## src/rtl/stickman_pkg.sv

```systemverilog
// Shared constants and types for the layered colour mapper.
// Status encoding is one-hot {waiting, playing, win, lose}.
package stickman_pkg;

  localparam logic [3:0] ST_WAITING = 4'b1000;
  localparam logic [3:0] ST_PLAYING = 4'b0100;
  localparam logic [3:0] ST_WIN     = 4'b0010;
  localparam logic [3:0] ST_LOSE    = 4'b0001;

  // 8-bit reference colours, narrowed to COLOR_W by keeping the top bits
  localparam logic [23:0] BG_WAITING = 24'h000080;
  localparam logic [23:0] BG_WIN     = 24'h800000;
  localparam logic [23:0] BG_LOSE    = 24'h008000;
  localparam logic [7:0]  GRAD_RG    = 8'h4F;
  localparam logic [7:0]  GRAD_B_MAX = 8'h7F;

  typedef enum logic [1:0] {
    IDLE     = 2'd0,
    FADE_OUT = 2'd1,
    FADE_IN  = 2'd2
  } fade_state_t;

endpackage

```

## src/rtl/layered_color_mapper_fade_ctrl.sv

```systemverilog
// Frame counter and fade sequencer: owns displayed status, fade level and blink phase.
// All state moves only on frame_start so every value is stable for a whole frame.
module fade_ctrl
  import stickman_pkg::*;
#(
  parameter int FADE_LOG2  = 4,
  parameter int BLINK_LOG2 = 4
) (
  input  logic                 Clk,
  input  logic                 Reset_n,
  input  logic                 frame_start,
  input  logic [3:0]           status,
  output logic [3:0]           disp_status,
  output logic [FADE_LOG2:0]   level,
  output logic                 blink_off
);

  localparam int CNT_W = BLINK_LOG2 + 1;
  localparam logic [FADE_LOG2:0] LVL_FULL = {1'b1, {FADE_LOG2{1'b0}}};
  localparam logic [FADE_LOG2:0] LVL_ZERO = {(FADE_LOG2 + 1){1'b0}};
  localparam logic [FADE_LOG2:0] LVL_ONE  = {{FADE_LOG2{1'b0}}, 1'b1};
  localparam logic [CNT_W-1:0]   CNT_ONE  = {{(CNT_W - 1){1'b0}}, 1'b1};

  fade_state_t          state_q, state_d;
  logic [FADE_LOG2:0]   level_q, level_d;
  logic [3:0]           disp_q, disp_d;
  logic [3:0]           target_q, target_d;
  logic [CNT_W-1:0]     cnt_q, cnt_d;

  always_comb begin
    state_d  = state_q;
    level_d  = level_q;
    disp_d   = disp_q;
    target_d = target_q;
    cnt_d    = cnt_q;
    if (frame_start) begin
      cnt_d = cnt_q + CNT_ONE;
      case (state_q)
        IDLE: begin
          if (status != disp_q) begin
            target_d = status;
            state_d  = FADE_OUT;
          end else begin
            state_d = IDLE;
          end
        end
        FADE_OUT: begin
          if (status == disp_q) begin
            state_d = FADE_IN;
          end else begin
            target_d = status;
            // Reaching black is the only point where the displayed status may swap
            if (level_q <= LVL_ONE) begin
              level_d = LVL_ZERO;
              disp_d  = target_d;
              state_d = FADE_IN;
            end else begin
              level_d = level_q - LVL_ONE;
            end
          end
        end
        FADE_IN: begin
          if (status != disp_q) begin
            target_d = status;
            state_d  = FADE_OUT;
          end else if (level_q >= LVL_FULL - LVL_ONE) begin
            level_d = LVL_FULL;
            state_d = IDLE;
          end else begin
            level_d = level_q + LVL_ONE;
          end
        end
        default: state_d = IDLE;
      endcase
    end else begin
      cnt_d = cnt_q;
    end
  end

  always_ff @(posedge Clk) begin
    if (!Reset_n) begin
      state_q  <= IDLE;
      level_q  <= LVL_FULL;
      disp_q   <= ST_WAITING;
      target_q <= ST_WAITING;
      cnt_q    <= {CNT_W{1'b0}};
    end else begin
      state_q  <= state_d;
      level_q  <= level_d;
      disp_q   <= disp_d;
      target_q <= target_d;
      cnt_q    <= cnt_d;
    end
  end

  assign disp_status = disp_q;
  assign level       = level_q;
  assign blink_off   = cnt_q[BLINK_LOG2];

endmodule

```

## src/rtl/layered_color_mapper.sv

```systemverilog
// Two-stage pixel colour pipeline: layer/background selection, then per-channel fade scaling.
// Output is blanked whenever the aligned blank_n is low.
module layered_color_mapper
  import stickman_pkg::*;
#(
  parameter int N_LAYERS   = 4,
  parameter int COLOR_W    = 8,
  parameter int FADE_LOG2  = 4,
  parameter int BLINK_LOG2 = 4,
  parameter int GRAD_SHIFT = 3
) (
  input  logic                          Clk,
  input  logic                          Reset_n,
  input  logic                          frame_start,
  input  logic [3:0]                    status,
  input  logic [N_LAYERS-1:0]           layer_hit,
  input  logic [N_LAYERS*3*COLOR_W-1:0] layer_rgb,
  input  logic [N_LAYERS-1:0]           blink_mask,
  input  logic [9:0]                    DrawX,
  input  logic [9:0]                    DrawY,
  input  logic                          blank_n,
  output logic [COLOR_W-1:0]            VGA_R,
  output logic [COLOR_W-1:0]            VGA_G,
  output logic [COLOR_W-1:0]            VGA_B,
  output logic                          blank_n_out
);

  localparam int PIX_W = 3 * COLOR_W;

  function automatic logic [COLOR_W-1:0] top_bits(input logic [7:0] v);
    return v[7 -: COLOR_W];
  endfunction

  function automatic logic [PIX_W-1:0] bg_pix(input logic [23:0] c);
    return {top_bits(c[23:16]), top_bits(c[15:8]), top_bits(c[7:0])};
  endfunction

  function automatic logic [COLOR_W-1:0] scale(input logic [COLOR_W-1:0] c,
                                               input logic [FADE_LOG2:0] lvl);
    logic [COLOR_W+FADE_LOG2-1:0] prod;
    prod = {{FADE_LOG2{1'b0}}, c} * {{(COLOR_W - 1){1'b0}}, lvl};
    return COLOR_W'(prod >> FADE_LOG2);
  endfunction

  logic [3:0]          disp_status_s;
  logic [FADE_LOG2:0]  level_s;
  logic                blink_off_s;
  logic                unused_drawy;
  logic [9:0]          grad_x_s;
  logic [7:0]          grad_b_s;

  logic [PIX_W-1:0]    pix_q, pix_d;
  logic                blank1_q, blank1_d;
  logic [FADE_LOG2:0]  lvl1_q, lvl1_d;
  logic [COLOR_W-1:0]  vga_r_q, vga_r_d, vga_g_q, vga_g_d, vga_b_q, vga_b_d;
  logic                blank2_q, blank2_d;

  fade_ctrl #(
    .FADE_LOG2  (FADE_LOG2),
    .BLINK_LOG2 (BLINK_LOG2)
  ) u_fade_ctrl (
    .Clk         (Clk),
    .Reset_n     (Reset_n),
    .frame_start (frame_start),
    .status      (status),
    .disp_status (disp_status_s),
    .level       (level_s),
    .blink_off   (blink_off_s)
  );

  assign unused_drawy = ^DrawY;

  always_comb begin
    grad_x_s = DrawX >> GRAD_SHIFT;
    if (grad_x_s >= 10'h07F) begin
      grad_b_s = 8'h00;
    end else begin
      grad_b_s = GRAD_B_MAX - grad_x_s[7:0];
    end
  end

  // Descending scan so the lowest visible layer index is the last to write
  always_comb begin
    pix_d = {PIX_W{1'b0}};
    case (disp_status_s)
      ST_PLAYING: begin
        pix_d = {top_bits(GRAD_RG), top_bits(GRAD_RG), top_bits(grad_b_s)};
        for (int i = N_LAYERS - 1; i >= 0; i--) begin
          if (layer_hit[i] && !(blink_mask[i] && blink_off_s)) begin
            pix_d = layer_rgb[i*PIX_W +: PIX_W];
          end else begin
            pix_d = pix_d;
          end
        end
      end
      ST_WAITING: pix_d = bg_pix(BG_WAITING);
      ST_WIN:     pix_d = bg_pix(BG_WIN);
      ST_LOSE:    pix_d = bg_pix(BG_LOSE);
      default:    pix_d = {PIX_W{1'b0}};
    endcase
    blank1_d = blank_n;
    lvl1_d   = level_s;
  end

  // Level travels with the pixel so a frame edge between stages cannot mix values
  always_comb begin
    if (blank1_q) begin
      vga_r_d = scale(pix_q[3*COLOR_W-1 -: COLOR_W], lvl1_q);
      vga_g_d = scale(pix_q[2*COLOR_W-1 -: COLOR_W], lvl1_q);
      vga_b_d = scale(pix_q[COLOR_W-1:0], lvl1_q);
    end else begin
      vga_r_d = {COLOR_W{1'b0}};
      vga_g_d = {COLOR_W{1'b0}};
      vga_b_d = {COLOR_W{1'b0}};
    end
    blank2_d = blank1_q;
  end

  always_ff @(posedge Clk) begin
    if (!Reset_n) begin
      pix_q    <= {PIX_W{1'b0}};
      blank1_q <= 1'b0;
      lvl1_q   <= {(FADE_LOG2 + 1){1'b0}};
      vga_r_q  <= {COLOR_W{1'b0}};
      vga_g_q  <= {COLOR_W{1'b0}};
      vga_b_q  <= {COLOR_W{1'b0}};
      blank2_q <= 1'b0;
    end else begin
      pix_q    <= pix_d;
      blank1_q <= blank1_d;
      lvl1_q   <= lvl1_d;
      vga_r_q  <= vga_r_d;
      vga_g_q  <= vga_g_d;
      vga_b_q  <= vga_b_d;
      blank2_q <= blank2_d;
    end
  end

  assign VGA_R       = vga_r_q;
  assign VGA_G       = vga_g_q;
  assign VGA_B       = vga_b_q;
  assign blank_n_out = blank2_q;

endmodule

```

## config.mk

```make
export PLATFORM = sky130hd
export DESIGN_NAME = layered_color_mapper
export DESIGN_NICKNAME = d
export VERILOG_FILES = /design/src/rtl/stickman_pkg.sv /design/src/rtl/layered_color_mapper_fade_ctrl.sv /design/src/rtl/layered_color_mapper.sv
export SDC_FILE = /design/constraint.sdc
export NUM_CORES = 1
export LEC_CHECK = 0
export CELL_PAD_IN_SITES_DETAIL_PLACEMENT = 1
export CELL_PAD_IN_SITES_GLOBAL_PLACEMENT = 1
export CORE_ASPECT_RATIO = 0.5
export CORE_MARGIN = 1.5
export CORE_UTILIZATION = 41
export CTS_BUF_LIST = sky130_fd_sc_hd__clkbuf_8
export DETAILED_ROUTE_END_ITERATION = 8
export PLACE_DENSITY = 0.95
export SKIP_LAST_GASP = 1
export SLEW_MARGIN = 0
export SYNTH_ARGS = -nofsm -noshare
export SYNTH_HDL_FRONTEND = slang
export SYNTH_HIERARCHICAL = 1
export SYNTH_SLANG_ARGS = --single-unit
```

## constraint.sdc

```tcl
create_clock -name Clk -period 9.75 [get_ports Clk]
set_input_delay 0.975 -clock Clk [delete_from_list [all_inputs] [get_ports Clk]]
set_output_delay 0.975 -clock Clk [all_outputs]
set_load 0.02 [all_outputs]
```

==> results_dict.tcl, run 1 <==
set metrics [dict create \
    maxSlewViolCount 0 \
    path_cells "nand2_1 -> fa_1 -> fa_1 -> fa_1 -> inv_1 -> ha_1 -> a21o_1 -> a21oi_1 -> nand2_1 -> a211oi_1 -> nor3_1" \
    dp_cells 1084 \
    clkSinkCount 71 \
    drive_gt1_share_pct 3.91 \
    antenna_found_initial 1 \
    syn_area_mm2 0.00641 \
    antenna_left 0 \
    cap_violations 0 \
    power_mw 0.717 \
    routedWlPerCell_um 19.3 \
    cts_tree "built" \
    timing.setup.tns_ns 0 \
    cts-root-buf "clkbuf_8" \
    final_cell_mix "clkdlybuf4s50_1 (143), inv_1 (83), nand2_1 (77)" \
    std_cell_rows 32 \
    routed_wl_um 21200 \
    ys_seq_area_share_pct 22.2 \
    synth_nets 1006 \
    hold_viol 0 \
    finClkSkew_ns 0.0152 \
    gp_congestion 0.914 \
    rsz0062_at_grt "no" \
    clock_latency_ns 0.37 \
    grt_pass1_wl_um 33200 \
    antennaDiodeCount 0 \
    synth_warnings 6 \
    grt_overflow 0 \
    power_density_mw_per_mm2 87.3 \
    synth.distinct_cells 58 \
    numCtsBuffers 9 \
    synth_edf_count 0 \
    synth.avg_cell_area_um2 8.36 \
    synth_seq_cells 71 \
    ios 157 \
    fin_nets 1130 \
    worst_pin_slew_ns 1.20 \
    cp_max_fo 24 \
    critPathSlowestCell "dfxtp_1" \
    critical_path.max_stage_delay_ns 0.85 \
    vias 6147 \
    routed_via_density 5.59 \
    grt_pass1_vias 6545 \
    worst-setup-path-type "reg2reg" \
    core_mm2 0.0153 \
    critPathLaunchType "register" \
    final_common_cell "clkdlybuf4s50_1" \
    cts.repair.resized 0 \
    synth_cells 767 \
    syn_to_final_growth_pct 28.1 \
    first_iter_violations 234 \
    hold_ws_ns 0.555 \
    fin_crit_sh_pct 44.6 \
    drc 0 \
    status "finished, final reports clean" \
    fin_util_pct 53.6 \
    cp-end-kind "register" \
    nFillCells 1801 \
    ir_drop_mv 0.0625 \
    final_cells 1099 \
    cts_max_path_buffers 2 \
    start_util_pct 41.8 \
    fp.dieW_um 180 \
    required_ns 9.96 \
    path_common_cell "fa_1" \
    hpwl_um 16500 \
    fin_crit_ns 4.35 \
    setup_viol 0 \
    critical_path_arrival_ns 4.55 \
    max_freq_mhz 230 \
    die_area_mm2 0.0165 \
    synth-main-ff-cell "dfxtp_1" \
    grt_use_total_pct 25.6 \
    cellLeakagePower_nw 3.59 \
    grt_max_degree 35 \
    die_y_um 91.5 \
    hold_buffers 0 \
    io_buffers 143 \
    path_delay_family "adder cells" \
    async_reset_ff_share_pct 0 \
    path_clk_slew_ns 0.09 \
    cp.buffers_inverters 1 \
    dr.pass1.iters 7 \
    min_path_type "reg2reg" \
    slew-limit-headroom_pct 20.3 \
    htree_levels 3 \
    cts_setup_buffers 0 \
]
## flip-flops by register name, summed over array words and instances (netlist names)
signal and flops:
lvl1_q 5, pix_q 24, blank1_q 1, u_fade_ctrl/cnt_q 5, VGA_B 8, u_fade_ctrl/disp_status 4, blank_n_out 1, VGA_G 8
u_fade_ctrl/level 5, VGA_R 8, u_fade_ctrl/state_q 2
## metrics by stage
| stage | setup slack [ns] | area (µm²) |
|---|---|---|
| 6_report | 5.40 | 8220 |
| 4_1_cts | 5.41 | 8220 |
| 3_3_place_gp | 5.64 | 7970 |
| 3_5_place_dp | 5.43 | 7970 |
| 5_1_grt | 5.17 | 8220 |
| 2_1_floorplan | 6.08 | 6410 |
## report_power, final
part | leakage, nW | total [mW] | switching (mW) | internal, mW
combinational | 2.90 | 0.113 | 0.0477 | 0.0652
clock | 0.119 | 0.299 | 0.123 | 0.176
sequential | 0.575 | 0.306 | 0.0114 | 0.294
total | 3.59 | 0.717 | 0.182 | 0.535
## synthesized netlist by cell type, types with 2 or more instances
master	number	area, µm²
a31oi_1	7	43.8
fa_1	48	961
and3_1	12	75.1
o221ai_1	11	96.3
o21bai_1	3	22.5
ha_1	59	738
a211o_1	3	26.3
nand4_1	12	75.1
o21ai_0	11	55.1
dfxtp_1	71	1420
a21o_1	7	52.6
o31a_1	6	52.6
o211ai_1	8	60.1
a21oi_1	36	180
a21bo_2	2	20.0
clkbuf_1	23	86.3
o41ai_1	2	17.5
a221o_1	6	60.1
or3_1	3	18.8
buf_2	5	25.0
xor2_1	6	52.6
inv_1	83	312
mux2i_1	7	70.1
nor2_1	64	240
xnor2_1	21	184
nand2_1	77	289
nand2b_1	2	12.5
o21a_1	13	97.6
nor3_1	35	175
nand3_1	5	25.0
a211oi_1	12	90.1
a21oi_2	2	17.5
nor3b_1	3	22.5
o22ai_1	2	12.5
or3_4	3	33.8
and2_1	75	469
## worst min-delay path, cell delays in order (launching register included)
cell and delay, ns:
dfxtp_1 0.34, mux2i_1 0.13, nor2_1 0.05
## layout make-up
| class | instances | area [µm²] | share of cell area (%) |
|---|---|---|---|
| flip-flops and latches | 71 | 1420 | 17.3 |
| clock inverters | 5 | 106 | 1.29 |
| clock buffers | 10 | 138 | 1.68 |
| well taps | 204 | 255 | 3.11 |
| repair buffers | 143 | 1430 | 17.4 |
| multi-input cells | 583 | 4550 | 55.4 |
| inverters | 83 | 312 | 3.79 |
## worst paths after layout
path | cells after the start | start | end | slack, ns
max | 11 | lvl1_q[4] | VGA_G[3] | 5.40
min | 2 | u_fade_ctrl/cnt_q[1] | u_fade_ctrl/cnt_q[1] | 0.55
max reg2reg | 11 | lvl1_q[4] | VGA_G[3] | 5.40
min reg2reg | 2 | u_fade_ctrl/cnt_q[1] | u_fade_ctrl/cnt_q[1] | 0.55
## cells by family after synthesis
| group | Yosys count | synth area share (%) |
|---|---|---|
| multiplexers | 10 | 1.72 |
| buffers and inverters | 113 | 6.89 |
| AO/OA/AOI/OAI | 141 | 15.7 |
| XOR/XNOR | 27 | 3.69 |
| adder cells (fa/ha/maj) | 107 | 26.5 |
| flip-flops | 71 | 22.2 |
| AND/OR/NAND/NOR | 298 | 23.4 |
## per-layer routing
metal	global-route usage (%)	routed length, µm	part of all wire, %
met5	0	0	0
met4	9.31	598	2.8
met3	5.42	1050	4.9
met2	47.4	10900	51
met1	29.0	8700	41
(Power assumes the default switching activity.)
==> run 2: changes to the inputs <==
CORE_UTILIZATION = 34   (was 41)
PLACE_DENSITY = 0.9   (was 0.95)
clock period = 3.5 ns   (was 9.75 ns; I/O delays follow)
==> run 2 against run 1 <==
  * The run now ends with negative setup slack left
  * Sequential power rose to 2.7 times the previous value
  * Register-to-register slack worse by 5.7 ns
  * Global-route usage up 1.1 points
  * Highest routed layer unchanged
  * Sequential share of layout area down 1.5 points
  * Fmax up 15%
  * Utilization down 4.4 points
==> results_dict.tcl, run 2 (synthesis results as in run 1) <==
set metrics [dict create \
    grt_use_total_pct 26.7 \
    antennaDiodeCount 0 \
    fp.dieW_um 197 \
    fin_crit_sh_pct 108 \
    rrSetupSlack_ns -0.27 \
    routed_wl_um 28400 \
    cts-root-buf "clkbuf_8" \
    dpl_cell_area_mm2 0.00844 \
    ios 157 \
    dp_cells 1183 \
    hold_viol 0 \
    ir_drop_mv 0.164 \
    std_cell_rows 35 \
    start_util_pct 34.8 \
    timing.setup.tns_ns -2.65 \
    dr.pass1.iters 6 \
    clkPwrFrac_pct 38.2 \
    path_cells "buf_4 -> buf_4 -> and2_1 -> fa_2 -> fa_1 -> inv_1 -> fa_1 -> inv_1 -> ha_4 -> o21a_4 -> buf_4 -> nor2_1 -> a31oi_1 -> nor2_1 -> nor3_1" \
    dp_slack_ns -0.135 \
    required_ns 3.73 \
    die_area_mm2 0.0198 \
    cellLeakagePower_nw 3.85 \
    status "finished with violations" \
    max_freq_mhz 265 \
    first_iter_violations 431 \
    core_mm2 0.0184 \
    comb_power_share_pct 18.9 \
    worst_pin_slew_ns 1.11 \
    gp_congestion 0.820 \
    path_clk_slew_ns 0.08 \
    final_cells 1209 \
    finalWorstSetupSlack_ns -0.270 \
    vias 6888 \
    p_int_mw 1.38 \
    multi_input_area_mm2 0.00488 \
    cp-end-kind "register" \
    cts_max_path_buffers 2 \
    clock_latency_ns 0.41 \
    critical_path.max_stage_delay_ns 0.58 \
    p_sw_mw 0.583 \
    rsz0062_at_grt "yes" \
    drc 0 \
    hpwl_um 17800 \
    finish.instance_area_mm2 0.00906 \
    largest_register "pix_q" \
    routedWlPerCell_um 23.5 \
    path_delay_family "adder cells" \
    die_y_um 100 \
    critPathSlowestCell "fa_2" \
    numCtsBuffers 9 \
    path_common_cell "buf_4" \
    hold_ws_ns 0.531 \
    final_common_cell "clkdlybuf4s50_1" \
    htree_levels 3 \
    clkSinkCount 71 \
    nFillCells 2139 \
    regArea_mm2 0.00143 \
    syn_to_final_growth_pct 41.3 \
    finClkSkew_ns 0.0133 \
    antenna_left 0 \
    setup_viol 17 \
    fin_crit_ns 3.77 \
    cp.buffers_inverters 5 \
    grt_overflow 0 \
    maxSlewViolCount 0 \
    worst-setup-path-type "reg2reg" \
    io_buffers 143 \
    grt_pass1_vias 7510 \
    cap_violations 0 \
    antenna_found_initial 0 \
    grt_pass1_wl_um 40400 \
    violations "negative setup slack" \
    final_cell_mix "clkdlybuf4s50_1 (143), inv_1 (76), nand2_1 (73)" \
    power_density_mw_per_mm2 216 \
    critical_path_arrival_ns 4.00 \
    p_sw_share_pct 29.7 \
    cts_tree "built" \
    fin_nets 1184 \
    fin_util_pct 49.2 \
    min_path_type "reg2reg" \
    power_mw 1.96 \
    largest_reg_flops 24 \
    critPathLaunchType "register" \
    slew-limit-headroom_pct 25.5 \
    drive_gt1_share_pct 15.5 \
    seq_power_share_pct 42.9 \
    cp_max_fo 6 \
    grt_max_degree 31 \
    routed_via_density 5.70 \
]
## run 2: changes by cell type in the layout (fill, tap and decap cells not counted), moves of 4 or more
cell / delta
o21ai_0: -5
ha_1: -11
a21oi_1: -8
nand2_1: -4
nor3_2: +5
inv_2: +7
ha_4: +11
and2_1: -6
nor3_1: -5
a21oi_2: +7
and2_4: +6
buf_4: +46
inv_1: -7
## run 2: layout make-up
type | count | share of cell area, %
multi-input cells | 583 | 53.9
repair buffers | 197 | 21.1
flip-flops and latches | 71 | 15.8
well taps | 259 | 3.58
inverters | 83 | 3.44
clock buffers | 10 | 1.52
clock inverters | 6 | 0.759
## run 2: repair_timing
action,4_1_cts,5_1_grt
setup buffers,1,8
hold buffers,0,0
setup endpoints to repair,14,17
resized for setup,34,36
gates cloned,0,1
pin swaps,20,15
## run 2: path summary, 6_finish.rpt
path | startpoint | endpoint | cells after the start
worst min register to register | u_fade_ctrl/cnt_q[3] | u_fade_ctrl/cnt_q[3] | 2
worst min-delay path | u_fade_ctrl/cnt_q[3] | u_fade_ctrl/cnt_q[3] | 2
worst max-delay path | lvl1_q[4] | VGA_R[4] | 15
worst max register to register | lvl1_q[4] | VGA_R[4] | 15
## run 2: routing by layer
layer	up-vias	GRT usage, %	part of all wire (%)
met5	-	0	0
met4	0	16.6	6.5
met3	170	5.98	7.3
met2	400	46.8	48
met1	3375	29.9	38
li1	2943	-	-
## run 2: worst register-to-register path: stages, from the launching register on
cell and delay, ns:
dfxtp_4 0.37, buf_4 0.15, buf_4 0.16, and2_1 0.16, fa_2 0.58, fa_1 0.43, inv_1 0.09, fa_1 0.46
inv_1 0.17, ha_4 0.23, o21a_4 0.21, buf_4 0.14, nor2_1 0.14, a31oi_1 0.08, nor2_1 0.15, nor3_1 0.07
## run 2: power groups by stage
| stage | clock network (mW) | logic, mW | registers (mW) |
|---|---|---|---|
| 4_1_cts | 0.742 | 0.348 | 0.840 |
| 3_3_place_gp | 0 | 0.326 | 0.856 |
| 6_report | 0.750 | 0.371 | 0.841 |
| 5_1_grt | 0.782 | 0.392 | 0.843 |
| 2_1_floorplan | 0 | 0.142 | 0.851 |
| 3_5_place_dp | 0 | 0.343 | 0.859 |
==> run 3: changes to the inputs <==
CORE_MARGIN = 2   (was 1.5)
==> run 3 against run 2 <==
  * The run still ends with negative setup slack left
  * Non-clock buffer count shrank 4
  * Hold slack gained 0.016 ns
  * Total power shrank 6.7%
  * Sequential share of layout area grew 0.16 points
  * Combinational power shrank 4%
==> results_dict.tcl, run 3 (synthesis results as in run 1) <==
set metrics [dict create \
    cts_max_path_buffers 2 \
    cp-end-kind "register" \
    hold_ws_ns 0.547 \
    regArea_mm2 0.00143 \
    nFillCells 2157 \
    htree_levels 3 \
    power_mw 1.83 \
    final_cell_mix "clkdlybuf4s50_1 (143), inv_1 (76), nand2_1 (74)" \
    largest_register "pix_q" \
    min_path_type "in2reg" \
    timing.setup.tns_ns -2.27 \
    cellLeakagePower_nw 3.81 \
    core_mm2 0.0184 \
    maxSlewViolCount 0 \
    max_freq_mhz 262 \
    hold_start "layer_rgb[12]" \
    antenna_left 0 \
    clock_latency_ns 0.39 \
    critical_path_arrival_ns 4.09 \
    grt_use_total_pct 23.2 \
    drive_gt1_share_pct 14.6 \
    grt_pass1_vias 6878 \
    vias 6559 \
    cts_tree "built" \
    grt_overflow 0 \
    std_cell_rows 35 \
    cp_max_fo 6 \
    slew-limit-headroom_pct 22.5 \
    rrSetupSlack_ns -0.31 \
    io_buffers 143 \
    start_util_pct 34.8 \
    fin_util_pct 48.6 \
    cts-root-buf "clkbuf_8" \
    syn_to_final_growth_pct 39.7 \
    finClkSkew_ns 0.0182 \
    multi_input_area_mm2 0.00485 \
    critPathLaunchType "register" \
    clkSinkCount 71 \
    status "finished with violations" \
    min_path_cells 3 \
    setup_viol 14 \
    first_iter_violations 321 \
    antennaDiodeCount 0 \
    worst_pin_slew_ns 1.16 \
    hpwl_um 17700 \
    rsz0062_at_grt "yes" \
    violations "negative setup slack" \
    ios 157 \
    path_clk_slew_ns 0.10 \
    grt_max_degree 35 \
    final_common_cell "clkdlybuf4s50_1" \
    dpl_cell_area_mm2 0.00842 \
    power_density_mw_per_mm2 204 \
    final_cells 1205 \
    routed_via_density 5.44 \
    routed_wl_um 25700 \
    numCtsBuffers 9 \
    fin_crit_ns 3.81 \
    fp.dieW_um 198 \
    hold_buffers 0 \
    drc 0 \
    die_y_um 101 \
    fin_nets 1180 \
    dp_cells 1183 \
    hold_end "pix_q[12]" \
    r2r_start "lvl1_q[4]" \
    cap_violations 0 \
    dp_slack_ns -0.161 \
    die_area_mm2 0.0200 \
    finish.instance_area_mm2 0.00896 \
    required_ns 3.78 \
    ff2ff_path_depth 15 \
    antenna_found_initial 0 \
    ir_drop_mv 0.161 \
    fin_crit_sh_pct 109 \
    finalWorstSetupSlack_ns -0.314 \
    hold_viol 0 \
    routedWlPerCell_um 21.4 \
    worst-setup-path-type "reg2reg" \
    dr.pass1.iters 5 \
    largest_reg_flops 24 \
    grt_pass1_wl_um 36300 \
    worstReg2RegEnd "VGA_B[6]" \
    gp_congestion 0.814 \
]
run 3: cell types whose count changed in the layout (fill, tap and decap cells not counted), moves of 3 or more:
cell and change:
a21oi_2 -5, buf_4 -5, a21oi_1 +4, a31oi_2 +3
and2_1 -3, and2_4 +3, buf_6 +3
run 3: timing repair:
action | 4_1_cts | 5_1_grt
endpoints found under the setup margin | 16 | 18
cloned | 0 | 1
buffers inserted | 1 | 5
resized for setup | 17 | 47
pin swaps | 8 | 20
run 3: critical path, cell delays in order (launching register included):
cell,delay [ns]
dfxtp_2,0.36
buf_6,0.14
buf_4,0.14
buf_6,0.11
and2_4,0.13
fa_1,0.49
fa_1,0.52
inv_2,0.06
fa_1,0.42
inv_1,0.15
ha_4,0.23
a21oi_1,0.20
o21ai_0,0.17
buf_4,0.18
o21a_1,0.17
nor3_1,0.22
run 3: layer usage:
layer	part of all wire, %	vias up	track usage (%)
met2	50	264	42.5
met4	3.7	0	8.21
li1	-	2937	-
met3	5.1	75	4.95
met1	41	3283	27.2
met5	0	-	0
run 3: worst max-delay path by stage:
stage               from  endpoint  slack, ns  cells after the start
4_1_cts        lvl1_q[4]  VGA_R[7]      -0.15                     13
6_report       lvl1_q[4]  VGA_B[6]      -0.31                     15
5_1_grt        lvl1_q[3]  VGA_R[6]      -0.39                     14
3_3_place_gp   lvl1_q[3]  VGA_G[7]      -0.03                     12
3_5_place_dp   lvl1_q[2]  VGA_B[5]      -0.16                     13
2_1_floorplan  lvl1_q[4]  VGA_G[7]       0.04                     12
run 3: area by class of cell:
| type | instances | share of cell area [%] |
|---|---|---|
| clock inverters | 7 | 0.559 |
| inverters | 83 | 3.48 |
| repair buffers | 193 | 20.9 |
| clock buffers | 9 | 1.38 |
| well taps | 259 | 3.62 |
| multi-input cells | 583 | 54.1 |
| flip-flops and latches | 71 | 15.9 |
run 3: report_power, final:
group | internal (mW) | switching, mW
clock network | 0.258 | 0.375
logic | 0.203 | 0.154
registers | 0.820 | 0.0204
total | 1.28 | 0.549
